**src/rtl/dmem_arbiter_pkg.sv**
```systemverilog
// rtl/dmem_arbiter_pkg.sv - shared constants and read-owner encoding for the data-memory arbiter
package dmem_arbiter_pkg;

  localparam int DMEM_ADDR_W = 10;
  localparam int DMEM_DATA_W = 32;

  typedef logic [1:0] owner_t;

  localparam owner_t OWN_NONE = 2'd0;
  localparam owner_t OWN_CPU  = 2'd1;
  localparam owner_t OWN_EXT  = 2'd2;

  // True when a byte address reaches beyond the SRAM word range.
  function automatic logic addr_oob(input logic [31:0] addr, input int addr_w);
    return (addr >> (addr_w + 2)) != 32'd0;
  endfunction

endpackage

```
**src/rtl/dmem_starve_ctr.sv**
```systemverilog
// rtl/dmem_starve_ctr.sv - 4-bit saturating host starvation counter with limit flag
module dmem_starve_ctr #(
  parameter int LIMIT = 4
) (
  input  logic clk,
  input  logic rst,
  input  logic inc,
  input  logic clr,
  output logic at_limit
);

  logic [3:0] cnt;

  always_ff @(posedge clk) begin
    if (rst || clr) begin
      cnt <= 4'd0;
    end else if (inc && cnt != 4'hF) begin
      cnt <= cnt + 4'd1;
    end
  end

  assign at_limit = (int'(cnt) >= LIMIT);

endmodule

```
**src/rtl/dmem_arbiter.sv**
```systemverilog
// rtl/dmem_arbiter.sv - single-port data SRAM arbiter between the MEM stage and the host port
module dmem_arbiter
  import dmem_arbiter_pkg::*;
#(
  parameter int ADDR_W     = DMEM_ADDR_W,
  parameter int DATA_W     = DMEM_DATA_W,
  parameter int STARVE_MAX = 4
) (
  input  logic              clk,
  input  logic              rst,
  input  logic              cpu_enable,
  input  logic              cpu_req,
  input  logic              cpu_wen,
  input  logic [31:0]       cpu_addr,
  input  logic [DATA_W-1:0] cpu_wdata,
  output logic              cpu_stall,
  output logic [DATA_W-1:0] cpu_rdata,
  output logic              cpu_rvalid,
  input  logic              ext_req,
  input  logic              ext_wen,
  input  logic [31:0]       ext_addr,
  input  logic [DATA_W-1:0] ext_wdata,
  output logic              ext_gnt,
  output logic [DATA_W-1:0] ext_rdata,
  output logic              ext_rvalid,
  output logic [ADDR_W-1:0] mem_addr,
  output logic              mem_wen,
  output logic              mem_ren,
  output logic [DATA_W-1:0] mem_wdata,
  input  logic [DATA_W-1:0] mem_rdata,
  output logic              oob_err
);

  logic              at_limit;
  logic              host_wins;
  logic              cpu_gnt;
  logic              any_gnt;
  logic              gnt_wen;
  logic [31:0]       gnt_addr;
  logic [DATA_W-1:0] gnt_wdata;
  owner_t            owner;
  owner_t            owner_next;
  logic [DATA_W-1:0] cpu_rdata_q;
  logic [DATA_W-1:0] ext_rdata_q;

  // Host wins when the pipeline is frozen, when it has waited too long, or when the CPU is idle.
  assign host_wins = ~cpu_enable | at_limit | ~cpu_req;
  assign ext_gnt   = ext_req & host_wins;
  assign cpu_gnt   = cpu_req & ~host_wins;
  assign cpu_stall = cpu_req & cpu_enable & ~cpu_gnt;
  assign any_gnt   = cpu_gnt | ext_gnt;

  dmem_starve_ctr #(
    .LIMIT (STARVE_MAX)
  ) u_starve_ctr (
    .clk      (clk),
    .rst      (rst),
    .inc      (ext_req & ~ext_gnt),
    .clr      (ext_gnt | ~ext_req),
    .at_limit (at_limit)
  );

  always_comb begin
    gnt_wen   = 1'b0;
    gnt_addr  = 32'd0;
    gnt_wdata = '0;
    if (cpu_gnt) begin
      gnt_wen   = cpu_wen;
      gnt_addr  = cpu_addr;
      gnt_wdata = cpu_wdata;
    end else if (ext_gnt) begin
      gnt_wen   = ext_wen;
      gnt_addr  = ext_addr;
      gnt_wdata = ext_wdata;
    end
  end

  assign mem_addr  = gnt_addr[ADDR_W+1:2];
  assign mem_wen   = any_gnt & gnt_wen;
  assign mem_ren   = any_gnt & ~gnt_wen;
  assign mem_wdata = gnt_wdata;

  always_comb begin
    owner_next = OWN_NONE;
    if (cpu_gnt && !cpu_wen) begin
      owner_next = OWN_CPU;
    end else if (ext_gnt && !ext_wen) begin
      owner_next = OWN_EXT;
    end
  end

  // The owner register tags the SRAM output for the one cycle it is valid.
  always_ff @(posedge clk) begin
    if (rst) begin
      owner       <= OWN_NONE;
      oob_err     <= 1'b0;
      cpu_rdata_q <= '0;
      ext_rdata_q <= '0;
    end else begin
      owner <= owner_next;
      if (any_gnt && addr_oob(gnt_addr, ADDR_W)) begin
        oob_err <= 1'b1;
      end
      if (owner == OWN_CPU) begin
        cpu_rdata_q <= mem_rdata;
      end
      if (owner == OWN_EXT) begin
        ext_rdata_q <= mem_rdata;
      end
    end
  end

  assign cpu_rvalid = (owner == OWN_CPU);
  assign ext_rvalid = (owner == OWN_EXT);
  assign cpu_rdata  = cpu_rvalid ? mem_rdata : cpu_rdata_q;
  assign ext_rdata  = ext_rvalid ? mem_rdata : ext_rdata_q;

endmodule
```
**config.mk**
```make
export PLATFORM = sky130hd
export DESIGN_NAME = dmem_arbiter
export DESIGN_NICKNAME = d
export VERILOG_FILES = /design/src/rtl/dmem_arbiter_pkg.sv /design/src/rtl/dmem_starve_ctr.sv /design/src/rtl/dmem_arbiter.sv
export SDC_FILE = /design/constraint.sdc
export NUM_CORES = 1
export LEC_CHECK = 0
export ABC_CLOCK_PERIOD_IN_PS = 1800
export BUFFER_PORTS_ARGS = -buffer_cell sky130_fd_sc_hd__buf_2
export CAP_MARGIN = 20
export CORE_AREA = 4 4 107 109
export CTS_CLUSTER_DIAMETER = 120
export DETAILED_ROUTE_END_ITERATION = 8
export DIE_AREA = 0 0 111 113
export PLACE_DENSITY_LB_ADDON = 0.08
export SETUP_SLACK_MARGIN = 0.2
export SLEW_MARGIN = 20
export SYNTH_ARGS = -nofsm -noshare
export SYNTH_HDL_FRONTEND = slang
export SYNTH_SLANG_ARGS = --single-unit
```
**constraint.sdc**
```tcl
create_clock -name clk -period 1.8 [get_ports clk]
set_clock_uncertainty 0.05 [all_clocks]
set_input_delay 0.18 -clock clk [delete_from_list [all_inputs] [get_ports clk]]
set_output_delay 0.18 -clock clk [all_outputs]
set_load 0.02 [all_outputs]
```
==> out/metrics.sh, run 1 <==
WORST-SETUP-PATH-TYPE='reg2out'
CRITICAL_PATH.CELL_CHAIN='nor2_4 > nand3_4 > buf_12 > buf_16 > nand3_1 > nand2_2 > buf_6'
WL_PER_CELL_UM=16.92
CRITICAL_PATH.ENDPOINT_TYPE='output pin'
CRIT_PATH_START_KIND='register'
SWITCHING_POWER_mW=1.135
SEQ_POWER_SHARE_PCT=40.9
HOLD_VIOL=0
CTS_MADE_BUFFERS=9
RUN_STATUS='finished with violations'
WORST_IR_DROP_VDD_mV=0.2765
CTS.CLK_SLEW.WORST_PATHS_NS=0.07
DIE_H_UM=113
CP_DATA_REQUIRED_TIME_NS=1.57
NET_SWITCHING_SHARE_OF_THE_TOTAL_POWER_PCT=28.65
ANTENNA_FOUND_INITIAL=0
YOSYS_WARNINGS=0
CLK_PATH_BUF_DEPTH=2
GLOBAL_ROUTE_WIRE_LENGTH_BEFORE_REPAIR_UM=21580
DETAILEDPLACEMENTHPWL_UM=9904
SYNTHESIS.AREA_PER_INSTANCE_UM2=9.304
CTS.SINK_COUNT=71
GRT_BUSIEST_LAYER='met2'
IO_PINS=280
ROOT_BUFFER_CELL='sky130_fd_sc_hd__clkbuf_8'
GRT_USE_MET1_PCT=23.87
FMAXACHIEVABLE_MHz=539.5
FAILING_CHECKS='setup timing'
INTERNAL_POWER_mW=2.828
NNETSFINAL=863
SYNTHTOLAYOUTAREAGROWTH_PCT=86.11
YOSYSSEQAREASHARE_PCT=38.48
TIMING.FINAL.CRIT_SHARE_PCT=103.0
DRIVE_GT1_SHARE_PCT=64.81
WORSTPATHBUFFERINVERTERCOUNT=3
TRACK_USAGE_PCT=21.65
WORST_PATH_LARGEST_CELL_DELAY_NS=0.36
IO_BUFFERS=275
CAP_VIOL_MAX_COUNT=0
CLK-INSERTION-DELAY-LATE_NS=0.33
GRT_UTIL_MET3_PCT=5.080
TRITONCTS='built'
CP_DATA_ARRIVAL_TIME_NS=1.62
INITIAL_CORE_UTIL_PCT=34.84
ANTENNA_CELLS_INSERTED=0
SYNTHESIS.NETS=565
GLOBALROUTEOVERFLOWTOTAL=0
HOLD_PATH_CLASS='in2reg'
DIE_FOOTPRINT_MM2=0.01254
NETLIST_AREA_MM2=0.003694
NETLIST.TOP_CELL.BY_AREA='sky130_fd_sc_hd__dfxtp_1'
NETLIST_TOP_CELLS_AREA='sky130_fd_sc_hd__dfxtp_1, sky130_fd_sc_hd__mux2_4, sky130_fd_sc_hd__nor2b_1, sky130_fd_sc_hd__nand2_1, sky130_fd_sc_hd__nand3_1'
CLOCKPOWERSHARE_PCT=29.4
YOSYSTOPAREACELLSHARE_PCT=38.48
DIE_WIDTH_UM=111
FIRSTDRTPASSITERS=4
CRITPATHSLOWESTCELL='sky130_fd_sc_hd__dfxtp_4'
SYNTH_CELL_TYPES=25
WL_UM=14200
STD_CELL_ROWS=38
LAYOUT_MIN_CYCLE_TIME_NS=1.854
GRT_UTIL_MET2_PCT=38.63
SYNTHCELLS=397
GRT_PASS1_VIAS=4092
TOTALPOWERFINAL_mW=3.963
FINAL_CRITICAL_PATH_SETUP_SLACK_NS=-0.05360
DRC=0
SHARE_COMB_OF_TOTAL_POWER_PCT=29.8
CP_MAX_FO=11
RSZ0062_AT_GRT='true'
NUM_VIAS=3919
PLACE_CONGESTION=0.9304
FINAL_CELLS=839
NUMBER_OF_SLEW_LIMIT_VIOLATIONS_IN_THE_FINAL_REPORT=0
DEPTH_OF_THE_CTS_H_TREE=3
DESIGN.CORE.AREA_MM2=0.01060
SETUP_VIOLATIONS=48
PLACED_CELLS_INCL_TAPS=795
CPLARGESTDELAYFAMILY='simple AND/OR/NAND/NOR gates'
GRT_MAX_DEGREE=49
VIA_PER_INST=4.671
DETAIL_ROUTE.ITER0.VIOLATIONS=168
NUMBER_OF_NETS_WITH_ANTENNA_VIOLATIONS_AFTER_DETAILED_ROUTING=0
POWER-PER-CELL-AREA_mW_PER_MM2=576.6
LEAK_nW=3.549
SYNTH_SEQ_CELLS=71
[repair_timing]
| action | CTS | global route |
|---|---|---|
| hold buffers | 2 | 0 |
| endpoints found under the setup margin | 109 | 110 |
| pin swaps | 16 | 19 |
| gates cloned | 12 | 1 |
| endpoints found under the hold margin | 2 | 0 |
| resized for setup | 214 | 77 |
| buffers inserted | 7 | 7 |
[synthesized netlist by cell type (all sizes together)]
library cell / number
nor3: 3
conb: 1
clkbuf: 10
nand2b: 1
and2: 1
nor4: 11
nand4: 1
inv: 2
ha: 1
o21ai: 1
or3: 1
nand2: 88
nand3b: 2
nand3: 45
dfxtp: 71
buf: 20
nor2b: 65
mux2: 64
or4: 1
nor2: 6
xnor2: 1
nor4b: 1
[area by class of cell]
type	count	area (um^2)
fill	880	3729
clock inverter	3	17.52
sequential	71	1431
timing repair buffer	317	2686
inverter	2	7.507
multi-input combinational	294	2391
clock buffer	12	165.2
tap	140	175.2
[logic make-up after synthesis]
group,Yosys count,synth area share [%]
compound gates,1,0.1354
xor+xnor,1,0.2372
fa+ha+maj,1,0.3387
buf+inv,32,4.844
flops,71,38.48
mux,64,25.41
other cells,1,0.1015
simple gates,226,30.45
[sequential cells by signal, indices dropped and copies added (netlist names)]
name	count
oob_err	1
owner	2
u_starve_ctr.cnt	4
cpu_rdata_q	32
ext_rdata_q	32
[layout by cell type, fill, tap and decap left out, drive strengths merged]
master,count
dlygate4sd3,2
nor4,11
nand2b,1
clkbuf,13
buf,313
nand4,1
and2,1
mux2,64
xnor2,1
inv,2
clkinvlp,1
nor2,6
ha,1
nand3,45
or4,1
nand3b,2
o21ai,1
conb,1
dfxtp,71
nor4b,1
clkinv,2
nand2,88
bufbuf,1
nor2b,65
nor3,3
or3,1
[path summary, 6_finish.rpt]
kind / slack [ns] / endpoint / start / cells after the start
setup / recovery: -0.05 / mem_wdata[14] / u_starve_ctr.cnt[3] / 7
hold reg to reg: 0.37 / u_starve_ctr.cnt[0] / u_starve_ctr.cnt[0] / 1
hold / removal: 0.16 / cpu_rdata_q[8] / mem_rdata[8] / 3
setup reg to reg: 0.21 / oob_err / u_starve_ctr.cnt[3] / 7
[layer usage]
metal  vias up  wire, um
li1       1907         -
met1      1814      5235
met2       165      7390
met3        33      1042
met4         0       531
met5         -         0
[worst reg2reg max path, cell delays in order (launching register included)]
cell and delay (ns):
sky130_fd_sc_hd__dfxtp_4 0.36, sky130_fd_sc_hd__nor2_4 0.14, sky130_fd_sc_hd__nand3_4 0.16, sky130_fd_sc_hd__buf_4 0.18, sky130_fd_sc_hd__buf_6 0.11, sky130_fd_sc_hd__buf_4 0.13, sky130_fd_sc_hd__nor4_4 0.26, sky130_fd_sc_hd__nor4_1 0.06
[stage by stage]
stage               setup TNS (ns)  area (um^2)  utilization [%]  worst slack, ns  hold slack (ns)
floorplan                        0         3694                -           0.2170           0.2067
global placement                 0         5274            49.74           0.3191           0.3346
detailed placement               0         5274            49.74           0.2997           0.3323
CTS                         -2.611         6546            61.74         -0.07131           0.1402
global route                -7.268         6874            64.83          -0.1603           0.1623
finish                      -1.080         6874            64.83         -0.05360           0.1626
[power groups by stage]
stage	clock, mW	sequential [mW]	combinational, mW
3_3_place_gp	0	1.65	0.843
3_5_place_dp	0	1.66	0.854
2_1_floorplan	0	1.65	0.460
6_report	1.16	1.62	1.18
4_1_cts	1.21	1.62	1.10
5_1_grt	1.28	1.62	1.25
(Power assumes the default switching activity.)
==> run 2: changes to the inputs <==
--- a/config.mk
+++ b/config.mk
@@ -12,9 +12,11 @@
 export CTS_CLUSTER_DIAMETER = 120
 export DETAILED_ROUTE_END_ITERATION = 8
 export DIE_AREA = 0 0 111 113
+export MAX_ROUTING_LAYER = met4
 export PLACE_DENSITY_LB_ADDON = 0.08
 export SETUP_SLACK_MARGIN = 0.2
 export SLEW_MARGIN = 20
 export SYNTH_ARGS = -nofsm -noshare
 export SYNTH_HDL_FRONTEND = slang
 export SYNTH_SLANG_ARGS = --single-unit
+export TNS_END_PERCENT = 10
==> run 2 against run 1 <==
Net effect: the run still ends with setup timing left; non-clock buffer count down 13; routed wire length down 5.7%; setup slack better by 0.030 ns; sequential cell count unchanged; register-to-register slack better by 0.07 ns; sequential power about the same; critical path depth down 2; total power down 4.0%; global-route usage down 1.1 points; cell count down 1.5%; critical path type unchanged.
==> out/metrics.sh, run 2 (same netlist as run 1, synthesis figures left out) <==
IO_PINS=280  # unchanged
WORST-SETUP-PATH-TYPE='reg2out'
STD_CELL_ROWS=38  # unchanged
LEAK_nW=3.274  # -7.7%
TOTALPOWERFINAL_mW=3.806  # -4.0%
IO_BUFFERS=275  # unchanged
CRITPATHSLOWESTCELL='sky130_fd_sc_hd__dfxtp_2'
WORSTPATHBUFFERINVERTERCOUNT=3  # unchanged
HOLD_PATH_DEPTH=2  # -1
CPLARGESTDELAYFAMILY='buffers and inverters'
FIRSTDRTPASSITERS=4  # unchanged
CTS.CLK_SLEW.WORST_PATHS_NS=0.08  # about the same
DETAILEDPLACEMENTHPWL_UM=9904  # unchanged
INITIAL_CORE_UTIL_PCT=34.84  # unchanged
CAP_VIOL_MAX_COUNT=0  # unchanged
POWER-PER-CELL-AREA_mW_PER_MM2=605.3  # +5.0%
RSZ0062_AT_GRT='true'
CTS.SINK_COUNT=71  # unchanged
DIE_H_UM=113  # unchanged
WORST_HOLD_SLACK_NS=0.1585  # -0.004042 ns
TRACK_USAGE_PCT=20.58  # -1.1 points
NUM_VIAS=3820  # -2.5%
DETAIL_ROUTE.ITER0.VIOLATIONS=146  # -13%
ROOT_BUFFER_CELL='sky130_fd_sc_hd__clkbuf_8'
CRIT_PATH_START_KIND='register'
CRITICAL_PATH.CELL_CHAIN='nand2b_4 > buf_12 > clkbuf_16 > mux2_4 > buf_6'
DEPTH_OF_THE_CTS_H_TREE=3  # unchanged
TIMING.FINAL.CRIT_SHARE_PCT=101.3  # -1.7 points
CP_DATA_ARRIVAL_TIME_NS=1.59  # -0.03 ns
TRITONCTS='built'
GLOBAL_ROUTE_WIRE_LENGTH_BEFORE_REPAIR_UM=20000  # -7.3%
FINAL_CRITICAL_PATH_SETUP_SLACK_NS=-0.02386  # +0.02974 ns
LAYOUT.CELLS.MOST_COMMON_LIST='sky130_fd_sc_hd__buf_2, sky130_fd_sc_hd__nand2_1, sky130_fd_sc_hd__buf_6'
DIE_WIDTH_UM=111  # unchanged
REG2REGPATHDEPTH=6  # -1
FAILING_CHECKS='setup timing'
CRITICAL_PATH.ENDPOINT_TYPE='output pin'
CLK_PATH_BUF_DEPTH=2  # unchanged
FINAL.SETUP.TNS_NS=-0.1217  # +0.9579 ns
WL_UM=13390  # -5.7%
GRT_MAX_DEGREE=49  # unchanged
GLOBALROUTEOVERFLOWTOTAL=0  # unchanged
LAYOUT_MIN_CYCLE_TIME_NS=1.824  # -0.02974 ns
WORST_PATH_LARGEST_CELL_DELAY_NS=0.32  # -0.04 ns
WL_PER_CELL_UM=16.22  # -4.2%
PLACE_CONGESTION=0.9469  # +1.8%
ANTENNA_FOUND_INITIAL=0  # unchanged
WORST_IR_DROP_VDD_mV=0.2705  # -2.2%
GRT_PASS1_VIAS=3861  # -5.6%
VIA_PER_INST=4.625  # -0.99%
CTS_MADE_BUFFERS=9  # unchanged
RUN_STATUS='finished with violations'
CP_MAX_FO=4  # -7
DPL_WORST_SLACK_NS=0.2997  # unchanged
LARGESTREGISTERS='cpu_rdata_q (32), ext_rdata_q (32), u_starve_ctr.cnt (4)'
ANTENNA_CELLS_INSERTED=0  # unchanged
DIE_FOOTPRINT_MM2=0.01254  # unchanged
HOLD_PATH_CLASS='in2reg'
CP_DATA_REQUIRED_TIME_NS=1.57  # about the same
CP.DEPTH=5  # -2
LAYOUT.CELLS.MOST_COMMON='sky130_fd_sc_hd__buf_2'
DESIGN.CORE.AREA_MM2=0.01060  # unchanged
CLK-INSERTION-DELAY-LATE_NS=0.33  # about the same
SYNTHTOLAYOUTAREAGROWTH_PCT=70.22
NUMBER_OF_NETS_WITH_ANTENNA_VIOLATIONS_AFTER_DETAILED_ROUTING=0  # unchanged
DRIVE_GT1_SHARE_PCT=58.16  # -6.6 points
NNETSFINAL=850  # -1.5%
HOLD_VIOL=0  # unchanged
FMAXACHIEVABLE_MHz=548.3  # +1.6%
SETUP_VIOLATIONS=9  # -81%
NUMBER_OF_SLEW_LIMIT_VIOLATIONS_IN_THE_FINAL_REPORT=0  # unchanged
DRC=0  # unchanged
[run 2: report_power, final]
part | internal [mW] | switching (mW)
combinational | 0.520 | 0.505
sequential | 1.61 | 0.0143
clock | 0.601 | 0.559
total | 2.73 | 1.08
[run 2: worst paths after layout]
check,start,slack [ns],endpoint
worst min register to register,u_starve_ctr.cnt[0],0.37,u_starve_ctr.cnt[0]
worst min-delay path,rst,0.16,ext_rdata_q[22]
worst max-delay path,owner[0],-0.02,ext_rdata[12]
worst max register to register,owner[0],0.28,ext_rdata_q[11]
[run 2: metal layers]
metal | vias to the layer above | part of all wire [%] | track usage (%)
li1 | 1882 | - | -
met1 | 1747 | 39 | 23.76
met2 | 174 | 53 | 35.72
met3 | 17 | 6.2 | 3.476
met4 | 0 | 2.0 | 8.210
met5 | - | 0 | -
[run 2: layout make-up]
class / instances / area [um^2]
clock inverter: 3 / 17.52
clock buffer: 12 / 165.2
multi-input combinational: 294 / 2193
sequential: 71 / 1429
timing repair buffer: 304 / 2300
fill: 973 / 4315
tap: 140 / 175.2
inverter: 2 / 7.507
[run 2: through the flow]
step	std cells	utilization (%)	cell area, um^2
6_report	826	59.30	6287
5_1_grt	826	59.30	6287
4_1_cts	815	55.45	5879
3_5_place_dp	795	49.74	5274
3_3_place_gp	795	49.74	5274
2_1_floorplan	397	-	3694
[run 2: timing repair]
| item | 4_1_cts | 5_1_grt |
|---|---|---|
| buffers inserted | 0 | 6 |
| pin swaps | 3 | 11 |
| endpoints found under the hold margin | 2 | 0 |
| setup endpoints to repair | 109 | 109 |
| hold buffers | 2 | 0 |
| gates resized for setup | 98 | 73 |
| gates cloned | 3 | 5 |
==> run 3: changes to the inputs <==
--- a/config.mk
+++ b/config.mk
@@ -5,13 +5,14 @@
 export SDC_FILE = /design/constraint.sdc
 export NUM_CORES = 1
 export LEC_CHECK = 0
-export ABC_CLOCK_PERIOD_IN_PS = 1800
+export ABC_AREA = 1
+export ABC_CLOCK_PERIOD_IN_PS = 2100
 export BUFFER_PORTS_ARGS = -buffer_cell sky130_fd_sc_hd__buf_2
 export CAP_MARGIN = 20
-export CORE_AREA = 4 4 107 109
+export CORE_AREA = 4 4 105 107
 export CTS_CLUSTER_DIAMETER = 120
 export DETAILED_ROUTE_END_ITERATION = 8
-export DIE_AREA = 0 0 111 113
+export DIE_AREA = 0 0 109 111
 export MAX_ROUTING_LAYER = met4
 export PLACE_DENSITY_LB_ADDON = 0.08
 export SETUP_SLACK_MARGIN = 0.2
==> constraint.sdc (replaced) <==
create_clock -name clk -period 2.1 [get_ports clk]
set_clock_uncertainty 0.05 [all_clocks]
set_input_delay 0.21 -clock clk [delete_from_list [all_inputs] [get_ports clk]]
set_output_delay 0.21 -clock clk [all_outputs]
set_load 0.02 [all_outputs]
==> run 3 against run 2 <==
Net effect: the flow now finishes without violations; via count is 5.5% higher; synthesized cell count rose by 17%; clock power shrank 3%; routed wire length grew 8.1%; combinational power shrank 16%; critical path depth unchanged; sequential share of layout area increased by 3.8 points; cell area down 15%; cell count grew 6.3%; core utilization fell by 6.4 points; register-to-register slack gained 0.58 ns; critical path type unchanged; largest cell class is now multi-input combinational cells; largest power group unchanged.
==> out/metrics.sh, run 3 <==
RUN_STATUS='completed'
DIE_H_UM=111  # -1.8%
LAYOUT.CELLS.MOST_COMMON='sky130_fd_sc_hd__buf_2'
CRIT_PATH_START_KIND='register'
NUMBER_OF_SLEW_LIMIT_VIOLATIONS_IN_THE_FINAL_REPORT=0  # unchanged
WORST-SETUP-PATH-TYPE='reg2out'
VIA_PER_INST=4.592  # -0.70%
YOSYSSEQAREASHARE_PCT=39.51  # +1.0 points
SYNTH_CELL_TYPES=29  # +16%
CAP_VIOL_MAX_COUNT=0  # unchanged
FMAXACHIEVABLE_MHz=540.2
FINAL.SETUP.TNS_NS=0  # +0.1217 ns
LAYOUT.FILLER_CELLS=1047  # +7.6%
TRITONCTS='built'
DEPTH_OF_THE_CTS_H_TREE=3  # unchanged
PLACE_CONGESTION=0.9642  # +1.8%
RSZ0062_AT_GRT='true'
LAYOUT_MIN_CYCLE_TIME_NS=1.851
WORST_PIN_SLEW_NS=0.5738
TRACK_USAGE_PCT=23.87  # +3.3 points
WORST_PATH_LARGEST_CELL_DELAY_NS=0.32  # about the same
M1_WIRE_LENGTH_UM=5963  # +15%
DR_WL_MET3_UM=797  # -4.8%
SYNTHCELLS=466  # +17%
CTS_MADE_BUFFERS=9  # unchanged
CRITICAL_PATH.MOST_COMMON_CELL='sky130_fd_sc_hd__buf_4'
CP_DATA_ARRIVAL_TIME_NS=1.59  # about the same
HOLD_VIOL=0  # unchanged
WORSTPATHBUFFERINVERTERCOUNT=3  # unchanged
WORST_IR_DROP_VDD_mV=0.2873  # +6.2%
DETAIL_ROUTE.ITER0.VIOLATIONS=172  # +18%
SYNTHTOPCELLSBYCOUNT='sky130_fd_sc_hd__nor2_1, sky130_fd_sc_hd__dfxtp_1, sky130_fd_sc_hd__inv_1'
GLOBALROUTEOVERFLOWTOTAL=0  # unchanged
STD_CELL_ROWS=37  # -2.6%
SYNTHESIS.NETS=634  # +12%
DRIVE_GT1_SHARE_PCT=52.23  # -5.9 points
DPL_WORST_SLACK_NS=0.1217  # -0.1781 ns
SYNTHESIS.AREA_PER_INSTANCE_UM2=7.719  # -17%
GRT_PASS1_VIAS=3932  # +1.8%
CP_DATA_REQUIRED_TIME_NS=1.84  # +0.27 ns
YOSYSMOSTFREQUENTCELL='sky130_fd_sc_hd__nor2_1'
NETLIST_TOP_CELLS_AREA='sky130_fd_sc_hd__dfxtp_1, sky130_fd_sc_hd__a22o_1, sky130_fd_sc_hd__nor2_1, sky130_fd_sc_hd__inv_1, sky130_fd_sc_hd__or2_2'
FINAL_CRITICAL_PATH_SETUP_SLACK_NS=0.2489  # +0.2728 ns
MAXSLEWHEADROOM_PCT=61.74
CLK_PATH_BUF_DEPTH=2  # unchanged
CRITPATHSLOWESTCELL='sky130_fd_sc_hd__dfxtp_1'
SYNTH_FF_TYPE='sky130_fd_sc_hd__dfxtp_1'
NUM_VIAS=4032  # +5.5%
CRITICAL_PATH.CELL_CHAIN='nor3_4 > buf_4 > buf_12 > a22o_1 > buf_4'
IO_BUFFERS=275  # unchanged
INITIAL_CORE_UTIL_PCT=35.48  # +0.64 points
NETLIST_AREA_MM2=0.003597  # -2.6%
TOTALPOWERFINAL_mW=3.380  # -11%
NNETSFINAL=904  # +6.4%
LAYOUT.CELLS.MOST_COMMON_LIST='sky130_fd_sc_hd__buf_2, sky130_fd_sc_hd__nor2_1, sky130_fd_sc_hd__inv_1'
CPLARGESTDELAYFAMILY='buffers and inverters'
CP_MAX_FO=23  # +19
DIE_FOOTPRINT_MM2=0.01210  # -3.5%
NETLIST.TOP_CELL.BY_AREA='sky130_fd_sc_hd__dfxtp_1'
YOSYS_WARNINGS=0  # unchanged
SYNTHTOLAYOUTAREAGROWTH_PCT=49.01
CLK-INSERTION-DELAY-LATE_NS=0.34  # about the same
TIMING.FINAL.CRIT_SHARE_PCT=88.15
YOSYSTOPAREACELLSHARE_PCT=39.51  # +1.0 points
POWER-PER-CELL-AREA_mW_PER_MM2=630.6  # +4.2%
IO_PINS=280  # unchanged
TOP_LAYER_USED='met4'
HOLD_PATH_CLASS='in2reg'
FIRSTDRTPASSITERS=4  # unchanged
LARGESTREGISTERS='cpu_rdata_q (32), ext_rdata_q (32), u_starve_ctr.cnt (4)'
ANTENNA_FOUND_INITIAL=1  # +1
DIE_WIDTH_UM=109  # -1.8%
SYNTH_SEQ_CELLS=71  # unchanged
SETUP_VIOLATIONS=0  # -9
GRT_MAX_DEGREE=47  # -4.1%
CTS.SINK_COUNT=71  # unchanged
CRITICAL_PATH.ENDPOINT_TYPE='output pin'
SYNTH-EDFF-COUNT=0  # unchanged
NUMBER_OF_NETS_WITH_ANTENNA_VIOLATIONS_AFTER_DETAILED_ROUTING=0  # unchanged
CTS.CLK_SLEW.WORST_PATHS_NS=0.07  # about the same
DRC=0  # unchanged
ROOT_BUFFER_CELL='sky130_fd_sc_hd__clkbuf_8'
WL_UM=14480  # +8.1%
HOLDBUFCOUNTCTS=0  # -2
ASYNC_FLOP_SHARE_PCT=0  # unchanged
DESIGN.CORE.AREA_MM2=0.01014  # -4.4%
WL_PER_CELL_UM=16.49  # +1.7%
LEAK_nW=3.418  # +4.4%
DETAILEDPLACEMENTHPWL_UM=11740  # +19%
GLOBAL_ROUTE_WIRE_LENGTH_BEFORE_REPAIR_UM=21200  # +6.0%
WL_MET2_UM=7392  # +4.4%
## run 3: cell count changes after synthesis, sizes merged, moves of 42 or more
cell   delta
nor2b    -65
inv      +73
mux2     -64
o21ai    +64
nand2    -74
or2      +64
nor2     +89
a22o     +42
## run 3: report_power, final
group          leakage (nW)  internal, mW  switching, mW  total, mW
Clock                 0.101         0.592          0.531       1.12
Sequential            0.578          1.39        0.00960       1.40
Combinational          2.74         0.350          0.506      0.856
Total                  3.42          2.33           1.05       3.38
## run 3: area by class of cell
cell class	count	area, um^2	area share (%)
Antenna cell	1	2.502	0.04669
Clock buffer	11	141.4	2.638
Clock inverter	5	63.81	1.190
Inverter	75	299.0	5.579
Multi-Input combinational cell	292	1739	32.45
Sequential cell	71	1424	26.56
Tap cell	136	170.2	3.175
Timing Repair Buffer	287	1520	28.36
## run 3: path summary, 6_finish.rpt
kind / startpoint / endpoint / slack (ns) / depth (start not counted)
hold reg to reg: u_starve_ctr.cnt[0] / u_starve_ctr.cnt[0] / 0.38 / 1
setup reg to reg: owner[0] / cpu_rdata_q[28] / 0.86 / 6
setup / recovery: u_starve_ctr.cnt[3] / mem_addr[4] / 0.25 / 5
hold / removal: ext_wen / owner[1] / 0.02 / 2
## run 3: per-stage QoR
stage / instance area [um^2] / instances / hold slack, ns / util, %
after CTS: 5279 / 873 / 0.005025 / 52.07
after global routing: 5360 / 878 / 0.004568 / 52.87
after global placement: 5024 / 856 / 0.3572 / 49.55
final: 5360 / 878 / 0.01796 / 52.87
after detailed placement: 5024 / 856 / 0.3695 / 49.55
after floorplan: 3597 / 466 / 0.2379 / -
## run 3: kinds of logic after synthesis
family / Yosys count / share of synthesized area, %
adder cells (fa/ha/maj): 1 / 0.3478
XOR/XNOR: 1 / 0.2435
buffers and inverters: 103 / 13.15
AND/OR/NAND/NOR: 181 / 24.21
AO/OA/AOI/OAI: 108 / 22.43
other: 1 / 0.1042
flip-flops: 71 / 39.51
## run 3: per-layer routing
metal,vias to the layer above,GRT usage [%]
met1,1852,28.20
met3,16,3.902
met2,149,40.46
met4,0,8.502
met5,-,-
li1,2015,-
## run 3: repair_timing
item,4_1_cts,5_1_grt
resized for setup,11,12
cloned,0,1
setup buffers,1,3
endpoints found under the setup margin,77,81
pin swaps,1,1
